[config.mk]
export PLATFORM = sky130hd
export DESIGN_NAME = serial_subtractor
export DESIGN_NICKNAME = d
export VERILOG_FILES = /design/src/rtl/serial_sub_pkg.sv /design/src/rtl/full_subtractor.sv /design/src/rtl/serial_subtractor.sv
export SDC_FILE = /design/constraint.sdc
export NUM_CORES = 1
export LEC_CHECK = 0
export BUFFER_PORTS_ARGS = -buffer_cell sky130_fd_sc_hd__buf_2
export CORE_MARGIN = 10
export CORE_UTILIZATION = 45
export CTS_BUF_LIST = sky130_fd_sc_hd__clkbuf_4 sky130_fd_sc_hd__clkbuf_8
export CTS_CLUSTER_DIAMETER = 50
export DETAILED_ROUTE_END_ITERATION = 8
export GPL_TIMING_DRIVEN = 0
export PLACE_DENSITY = 0.66
export SLEW_MARGIN = 20
export SYNTH_ARGS = -nofsm -noshare
export SYNTH_HDL_FRONTEND = slang
export SYNTH_SLANG_ARGS = --single-unit
[constraint.sdc]
create_clock -name clk -period 2.6 [get_ports clk]
set_input_delay 0.52 -clock clk [delete_from_list [all_inputs] [get_ports clk]]
set_output_delay 0.52 -clock clk [all_outputs]
set_load 0.01 [all_outputs]
[src/rtl/serial_sub_pkg.sv]
// rtl/serial_sub_pkg.sv - shared constants and FSM encoding for the serial subtractor
package serial_sub_pkg;

  localparam int DEFAULT_WIDTH = 8;

  typedef enum logic [1:0] {
    IDLE  = 2'd0,
    SHIFT = 2'd1,
    DONE  = 2'd2
  } state_t;

endpackage

[src/rtl/full_subtractor.sv]
// rtl/full_subtractor.sv - one-bit combinational full-subtractor cell
module full_subtractor (
  input  logic x,
  input  logic y,
  input  logic bi,
  output logic d,
  output logic bo
);

  assign d  = x ^ y ^ bi;
  assign bo = (~x & y) | (~(x ^ y) & bi);

endmodule

[src/rtl/serial_subtractor.sv]
// rtl/serial_subtractor.sv - bit-serial a - b - bin, LSB first, one bit per clock
// Optional signed-overflow output ovf enabled by defining SERIAL_SUB_OVF_EN.
module serial_subtractor
  import serial_sub_pkg::*;
#(
  parameter int WIDTH = DEFAULT_WIDTH
) (
  input  logic             clk,
  input  logic             rst,
  input  logic             start,
  input  logic [WIDTH-1:0] a,
  input  logic [WIDTH-1:0] b,
  input  logic             bin,
  output logic             busy,
  output logic             done,
  output logic [WIDTH-1:0] diff,
  output logic             bout
`ifdef SERIAL_SUB_OVF_EN
  ,
  output logic             ovf
`endif
);

  localparam int CW = $clog2(WIDTH);

  state_t           r_state;
  logic [WIDTH-1:0] r_a;
  logic [WIDTH-1:0] r_b;
  logic [WIDTH-1:0] r_res;
  logic             r_borrow;
  logic [CW-1:0]    r_cnt;
  logic             r_busy;
  logic             r_done;
  logic [WIDTH-1:0] r_diff;
  logic             r_bout;
`ifdef SERIAL_SUB_OVF_EN
  logic             r_a_msb;
  logic             r_b_msb;
  logic             r_ovf;
`endif

  logic w_d;
  logic w_bo;
  logic w_last;

  assign w_last = (r_cnt == CW'(WIDTH - 1));

  full_subtractor u_fs (
    .x  (r_a[0]),
    .y  (r_b[0]),
    .bi (r_borrow),
    .d  (w_d),
    .bo (w_bo)
  );

  // Operands shift right so bit 0 always feeds the cell; results enter at the MSB.
  always_ff @(posedge clk or posedge rst) begin
    if (rst) begin
      r_state  <= IDLE;
      r_a      <= '0;
      r_b      <= '0;
      r_res    <= '0;
      r_borrow <= 1'b0;
      r_cnt    <= '0;
      r_busy   <= 1'b0;
      r_done   <= 1'b0;
      r_diff   <= '0;
      r_bout   <= 1'b0;
`ifdef SERIAL_SUB_OVF_EN
      r_a_msb  <= 1'b0;
      r_b_msb  <= 1'b0;
      r_ovf    <= 1'b0;
`endif
    end else begin
      r_done <= 1'b0;
      case (r_state)
        IDLE: begin
          if (start) begin
            r_a      <= a;
            r_b      <= b;
            r_borrow <= bin;
            r_res    <= '0;
            r_cnt    <= '0;
            r_busy   <= 1'b1;
            r_state  <= SHIFT;
`ifdef SERIAL_SUB_OVF_EN
            r_a_msb  <= a[WIDTH-1];
            r_b_msb  <= b[WIDTH-1];
`endif
          end
        end
        SHIFT: begin
          r_a      <= r_a >> 1;
          r_b      <= r_b >> 1;
          r_borrow <= w_bo;
          r_res    <= {w_d, r_res[WIDTH-1:1]};
          r_cnt    <= r_cnt + 1'b1;
          if (w_last) begin
            r_state <= DONE;
            r_done  <= 1'b1;
            r_diff  <= {w_d, r_res[WIDTH-1:1]};
            r_bout  <= w_bo;
`ifdef SERIAL_SUB_OVF_EN
            r_ovf   <= (r_a_msb != r_b_msb) && (w_d != r_a_msb);
`endif
          end
        end
        DONE: begin
          r_busy  <= 1'b0;
          r_state <= IDLE;
        end
        default: begin
          r_busy  <= 1'b0;
          r_state <= IDLE;
        end
      endcase
    end
  end

  assign busy = r_busy;
  assign done = r_done;
  assign diff = r_diff;
  assign bout = r_bout;
`ifdef SERIAL_SUB_OVF_EN
  assign ovf  = r_ovf;
`endif

endmodule

# Word-level counts from Yosys, hierarchy flattened
# Cells that the tools add are included.
# word_totals
ramBits	0
elab_cells	46
in_bits	20
romBits	0
regBits	41
out_inout_bits	11
memories	0
latchBits	0
# classes
order_cmp	0
n_mux	17
n_reduce_logical	6
shift	0
add_sub_neg	1
n_mul	0
n_eq_ne	4
n_div	0
n_bitwise	8
# op_table
op	n
$pmux 8 s2	3
$mux 8	3
$reduce_and 2->1	4
$pmux 3 s2	1
$mux 1	4
$mux 2	2
$ne 2x2->1 const B	2
$pmux 1 s2	2
$pmux 2 s2	1
$add 3x1->3 const B	1
$eq 3x3->1 const B	1
$mux 3	1
$not 1->1	3
$and 1x1->1	2
$eq 2x1->1 const B	1
$logic_not 2->1	1
$reduce_bool 2->1	1
$xor 1x1->1	2
$or 1x1->1	1

# Longest topological paths before layout
# Gate-level depths: netlist (run 1).
# logic_depth
word_depth	5
depth_mapped	6
depth_no_buf	5

# Hierarchy
# A second synthesis (run 1) with hierarchy kept.
# hier_totals
cells_unflattened	147
area_unflattened_um2	1756.7
# by_module_without_submodules
mod	area_per_inst_um2	cells_each	n_inst
serial_subtractor	1725.4	143	1
full_subtractor	31.3	4	1

# Worst setup path before layout (run 1)
# Ideal clock, no wire load.
# synth_timing
kind	register -> register
startpoint	register r_cnt[0]
endpoint	register r_diff[0], in the netlist diff[0]
arrival_ns	1.305
period_less_slack_ns	1.429
stages_incl_launch_ff	6
slack_ns	1.171
n_path_buf	1
path_cell_list	dfrtp_1 -> ha_1 -> ha_1 -> nand3b_4 -> buf_6 -> mux2_2
# synth_between
elab_chain_len	2
# synth_lines
element	line	source
start: declaration	serial_subtractor.sv:31	logic [CW-1:0] r_cnt;
start signal: assignment	serial_subtractor.sv:97	r_cnt <= r_cnt + 1'b1;
$eq 3x3->1	serial_subtractor.sv:46	assign w_last = (r_cnt == CW'(WIDTH - 1));
$reduce_and 2->1 (no source line)	-	
end signal: assignment	serial_subtractor.sv:101	r_diff <= {w_d, r_res[WIDTH-1:1]};
end: declaration	serial_subtractor.sv:34	logic [WIDTH-1:0] r_diff;
# No other way between the ends.
# A chain may end at the register's enable or synchronous reset.

# Worst setup path in the final report (run 1)
# Ends and elaborated chain as after synthesis.

==> results.md, run 1 <==
- Maximum vdd ir drop: around 0.54 mV
- Post-route DRC: 0
- Placeable Area: between 0.003 and 0.004 mm^2
- TritonCTS Buffers: 5
- Most common cell in the netlist: nor3_1
- WL/cell: about 16 um
- Initial antenna violation count: 0
- Mapped Cells: between 150 and 200
- H-Tree Depth: 2
- CTS root buf: clkbuf_8
- Period minus WS final: 1.52 ns
- Max Clock Freq: 656 MHz
- Critical Path Start: r_cnt[0]$_DFFE_PP0P_
- First-pass GRT wire length: approximately 6600 um
- Total chip power: 2.58 mW
- Clock skew: between 0.007 and 0.008 ns
- Vias in the first global route: ~1400
- Reg-to-Reg Start: r_cnt[0]$_DFFE_PP0P_
- PwrDens: 1200 mW/mm^2
- GRT overflow: 0
- Placed insts: ~240
- Reg2reg path depth: 5
- Cell Area, Synth: 0.00181 mm^2
- Final Hold Slack: slightly below 0.2 ns
- Final Max Slew Viols: 0
- Sequential share of the synthesized area: 0.554
- Longest Clk Path Bufs: 2
- Share of cells above drive strength 1: 0.320
- Total I/O pin count: 31
- Die width: 83.3 um
- DR WL met3: approximately 190 um
- Area post-placement: ~0.002 mm^2
- Fill count: 335
- Clk sinks: 40
- Clock latency on the worst-skew pair: 0.30 ns
- Seq cells post-synth: 40
- Largest net degree at the start of global routing: 25
- Final Routed Wirelength: 3900 um
- Starting Density: 0.479
- Die ar.: 0.00695 mm^2
- WS Path Type: reg2reg
- Layout area overhead: 19.3%
- Worst-path fanout max: 10
- Async SR Flop Fraction: 1.00
- CP endpoint kind: flip-flop
- Maximum capacitance violations: 0
- Fin nets: about 220
- Synth cell count leaders: 42 x nor3_1, 40 x dfrtp_1, 14 x o22ai_1
- Top post-synthesis cells by area: dfrtp_1 55%, nor3_1 12%, mux2_2 5.0%
- Worst Path Required: 2.79 ns
- Max transition margin: 0.717
- CP arrival: around 1.7 ns
- Synthesized net count: roughly 180
- Synth Warn #: 0
- Final period util: 0.587
- Distinct cells, synth: 24
- Drt first pass iters: 4
- Status: complete, no violations
- Tot GR Track Use: 0.113
- Antenna Nets Post-Route: 0
- RD Place Congestion: around 0.73
- Uppermost routed layer: met4
- Synthesized area per cell: between 10 and 15 um^2
- Antenna cells: 0
- Setup TNS: 0 ns
- Die height: 83.3 um
- Post-synth EDFFs: 0
- Via count: about 1400
- Metal2 WL: ~1800 um
- Final Non-Filler Cells: ~250
- Design area: 0.00215 mm^2
- Top FF cell, synth: dfrtp_1
- Clk pin slew, worst setup/hold paths: about 0.090 ns
- Vias/cell: 5.58
- Yosys top cell by area: dfrtp_1
- Postcts setup bufs: 0
- Post-CTS resize count: 0
- Cell Rows: 22
- CP Launch Type: flip-flop
- Worst hold path class: in2async
- CTS tree: done
- DRT met1 WL: roughly 1800 um
- Hold Fails Final Rpt: 0
- Post-DP HPWL: around 2800 um
- Port Buffers: 29
- Post-synth top area share: 0.554
- P_leak: about 1.0 nW
- # setup viols final: 0
- Slew @ Worst Pin: roughly 0.42 ns
- RSZ-0062 raised after global routing: false
- CTS Hold Bufs: 0
- Initial DRC Count: about 110
==> worst max-delay path: stages (launching register included) <==
cell and delay, ns:
dfrtp_1 0.40, ha_1 0.21, ha_1 0.22, nand3b_4 0.10, buf_6 0.15, mux2_2 0.33
==> worst paths after layout <==
path                                   endpoint  slack (ns)
setup / recovery            diff[0]$_DFFE_PP0P_        1.08
hold / removal             r_res[1]$_DFFE_PP0P_        0.19
setup reg to reg            diff[0]$_DFFE_PP0P_        1.08
hold reg to reg                bout$_DFFE_PP0P_        0.49
max in group asynchronous    r_b[5]$_DFFE_PP0P_        1.95
min in group clk             r_b[7]$_DFFE_PP0P_        0.47
==> through the flow <==
step	utilization	setup slack [ns]
after floorplan	-	1.16
after global placement	0.533	0.665
after detailed placement	0.540	1.07
after CTS	0.571	1.06
after global routing	0.571	1.01
final	0.571	1.08
==> layout make-up <==
class                      instances  area, um^2  area share
tap                               48        60.1      0.0279
clock inverter                     3        47.5      0.0221
clock buffer                       5        68.8      0.0319
multi-input combinational        100         676       0.314
buffer                            12         103      0.0476
timing repair buffer              30         173      0.0801
inverter                           7        26.3      0.0122
sequential                        40        1000       0.465
==> sequential cells by signal (all words and copies together), names as in the netlist <==
name / count
done: 1
r_a: 8
r_state: 2
r_borrow: 1
r_b: 8
r_res: 7
bout: 1
r_cnt: 3
busy: 1
diff: 8
==> cells by family after synthesis <==
group	after synthesis	synth area share
multiplexers	8	0.0499
buffers and inverters	19	0.0714
adder cells (fa/ha/maj)	3	0.0249
AND/OR/NAND/NOR	55	0.166
flip-flops	40	0.554
AO/OA/AOI/OAI	34	0.134
==> metal layers <==
metal,global-route usage,up-vias
met1,0.145,664
met3,0.0303,8
met2,0.174,42
met4,0.0477,0
li1,-,653
met5,0,-
==> cells in the final DEF (no fill, tap or decap), drive strengths merged, types with 4 or more instances in the layout <==
cell type	Yosys	layout
mux2	8	8
inv	7	7
nand2	4	4
o22ai	14	14
a22o	10	10
o21ai	6	6
clkbuf	1	6
nor3	42	42
buf	10	40
dfrtp	40	40
==> power by group <==
group	switching [mW]	total, mW	internal, mW
Clock	0.229	0.518	0.289
Sequential	0.182	1.09	0.903
Combinational	0.501	0.976	0.476
Total	0.912	2.58	1.67
Note: power is estimated with default switching activity, not from simulation.
==> run 2, diff against run 1 <==
Settings changed: PLACE_DENSITY 0.66 to 0.69.
Clock period 2.6 ns to 1.4 ns, I/O delays scaled along.
==> results.md, run 2 (same netlist as run 1, synthesis figures left out) <==
- Slew @ Worst Pin: 0.433 ns
- PwrDens: ~2200 mW/mm^2
- Share of cells above drive strength 1: 0.381
- TritonCTS Buffers: 5
- Area post-placement: between 0.002 and 0.0025 mm^2
- Drt first pass iters: 4
- Max transition margin: 0.711
- CTS root buf: clkbuf_8
- Final Hold Slack: 0.245 ns
- Antenna cells: 0
- CTS tree: done
- Post-DP HPWL: between 2000 and 3000 um
- CP Launch Type: flip-flop
- Maximum vdd ir drop: roughly 0.95 mV
- Worst Path Buf+Inv: 1
- Failing checks: setup timing
- WS Path Type: reg2reg
- Hold Fails Final Rpt: 0
- Placeable Area: 0.00377 mm^2
- Die width: between 80 and 90 um
- Post-route DRC: 0
- P_leak: between 1 and 1.5 nW
- Antenna Nets Post-Route: 0
- CP arrival: between 1.5 and 2 ns
- Initial DRC Count: 73
- Max Clock Freq: just under 700 MHz
- CP endpoint kind: flip-flop
- Final Max Slew Viols: 0
- Cell Rows: 22
- # setup viols final: 8
- Clk pin slew, worst setup/hold paths: about 0.080 ns
- GRT overflow: 0
- Longest Clk Path Bufs: 2
- First-pass GRT wire length: 7070 um
- Clock skew: 0.00869 ns
- Final period util: 1.05
- Fin nets: 225
- Vias in the first global route: between 1000 and 1500
- H-Tree Depth: 2
- Maximum capacitance violations: 0
- Total chip power: about 5.2 mW
- Via count: roughly 1400
- Status: complete, but fails checks
- Worst Path Required: about 1.6 ns
- Design area: 0.00233 mm^2
- Critical-path top delay cell: dfrtp_1
- Die height: ~83 um
- CP peak stage delay: 0.41 ns
- Initial antenna violation count: 0
- Reg-to-reg slack, setup: -0.07 ns
- Port Buffers: 29
- Worst-path fanout max: 5
- Period minus WS final: between 1 and 1.5 ns
- Delay-heaviest family, CP: flip-flops
- RD Place Congestion: about 0.76
- Layout area overhead: 29.3%
- RSZ-0062 raised after global routing: true
- Vias/cell: 5.56
- Most frequent cells in the layout: 42 x nor3_1, 40 x dfrtp_1, 32 x buf_2
- Tot GR Track Use: 0.122
- Fill count: between 300 and 400
- Final Routed Wirelength: around 4300 um
- Total I/O pin count: 31
- Largest net degree at the start of global routing: 27
- WL/cell: around 17 um
- Final worst slack: -0.0726 ns
- Commonest non-fill, non-tap cell in the layout: nor3_1
- Clk sinks: 40
- Starting Density: 0.479
- CP cell instances: ha_2, ha_4, nand3b_4, buf_8, mux2_4
- Clock latency on the worst-skew pair: 0.29 ns
- Setup TNS: -0.419 ns
- Die ar.: ~0.0069 mm^2
- Worst hold path class: in2reg
run 2: cell types whose count changed in the layout (fill, tap and decap cells not counted), sizes merged:
cell         before  now
bufinv            1    2
buf              40   44
clkbuf            6    7
clkinv            2    0
dlygate4sd3       0    1
run 2: worst reg2reg max path: stages, from the launching register on:
cell and delay (ns):
dfrtp_1 0.41, ha_2 0.21, ha_4 0.17, nand3b_4 0.12
buf_8 0.15, mux2_4 0.31
run 2: final timing paths:
| kind | startpoint | cells past startpoint | to |
|---|---|---|---|
| worst max-delay path | r_cnt[0]$_DFFE_PP0P_ | 5 | diff[0]$_DFFE_PP0P_ |
| worst min-delay path | b[7] | 3 | r_b[7]$_DFFE_PP0P_ |
| worst max register to register | r_cnt[0]$_DFFE_PP0P_ | 5 | diff[0]$_DFFE_PP0P_ |
| worst min register to register | diff[3]$_DFFE_PP0P_ | 1 | diff[3]$_DFFE_PP0P_ |
| max in group asynchronous | rst | 4 | r_state[1]$_DFFE_PP0P_ |
| min in group asynchronous | rst | 3 | r_b[3]$_DFFE_PP0P_ |
run 2: final cells by class:
type                       instances  area, um^2  share of cell area
inverter                           7        26.3              0.0113
tap                               48        60.1              0.0257
buffer                            12         109              0.0466
timing repair buffer              36         240               0.103
clock inverter                     2        60.1              0.0257
sequential                        40        1000               0.429
clock buffer                       5        68.8              0.0295
multi-input combinational        100         769               0.330
run 2: metal layers:
layer  wire length [um]  global-route usage  part of all wire  vias to the layer above
li1                   -                   -                 -                      661
met5                  0                   0                 0                        -
met2               2130               0.189              0.50                       34
met4                 50              0.0508             0.012                        0
met1               1850               0.152              0.44                      691
met3                225              0.0410             0.053                        5
run 2: power by group:
part           leakage, nW  switching [mW]  internal (mW)
sequential           0.486           0.400           1.68
combinational        0.570            1.01           1.08
clock               0.0642           0.378          0.702
total                 1.12            1.79           3.46
run 2: what timing repair did:
action | 4_1_cts | 5_1_grt
setup buffers | 3 | 1
endpoints found under the setup margin | 6 | 16
gates resized for setup | 6 | 19
pin swaps | 1 | 2
gates cloned | 1 | 0
hold endpoints to repair | 14 | 0
hold buffers | 1 | 0
run 2: metrics by stage:
stage / setup slack, ns / instances / utilization
after global routing: -0.119 / 250 / 0.619
after global placement: -0.289 / 236 / 0.534
after detailed placement: -0.104 / 237 / 0.539
final: -0.0726 / 250 / 0.619
after floorplan: 0.00316 / 159 / -
after CTS: -0.0605 / 249 / 0.596
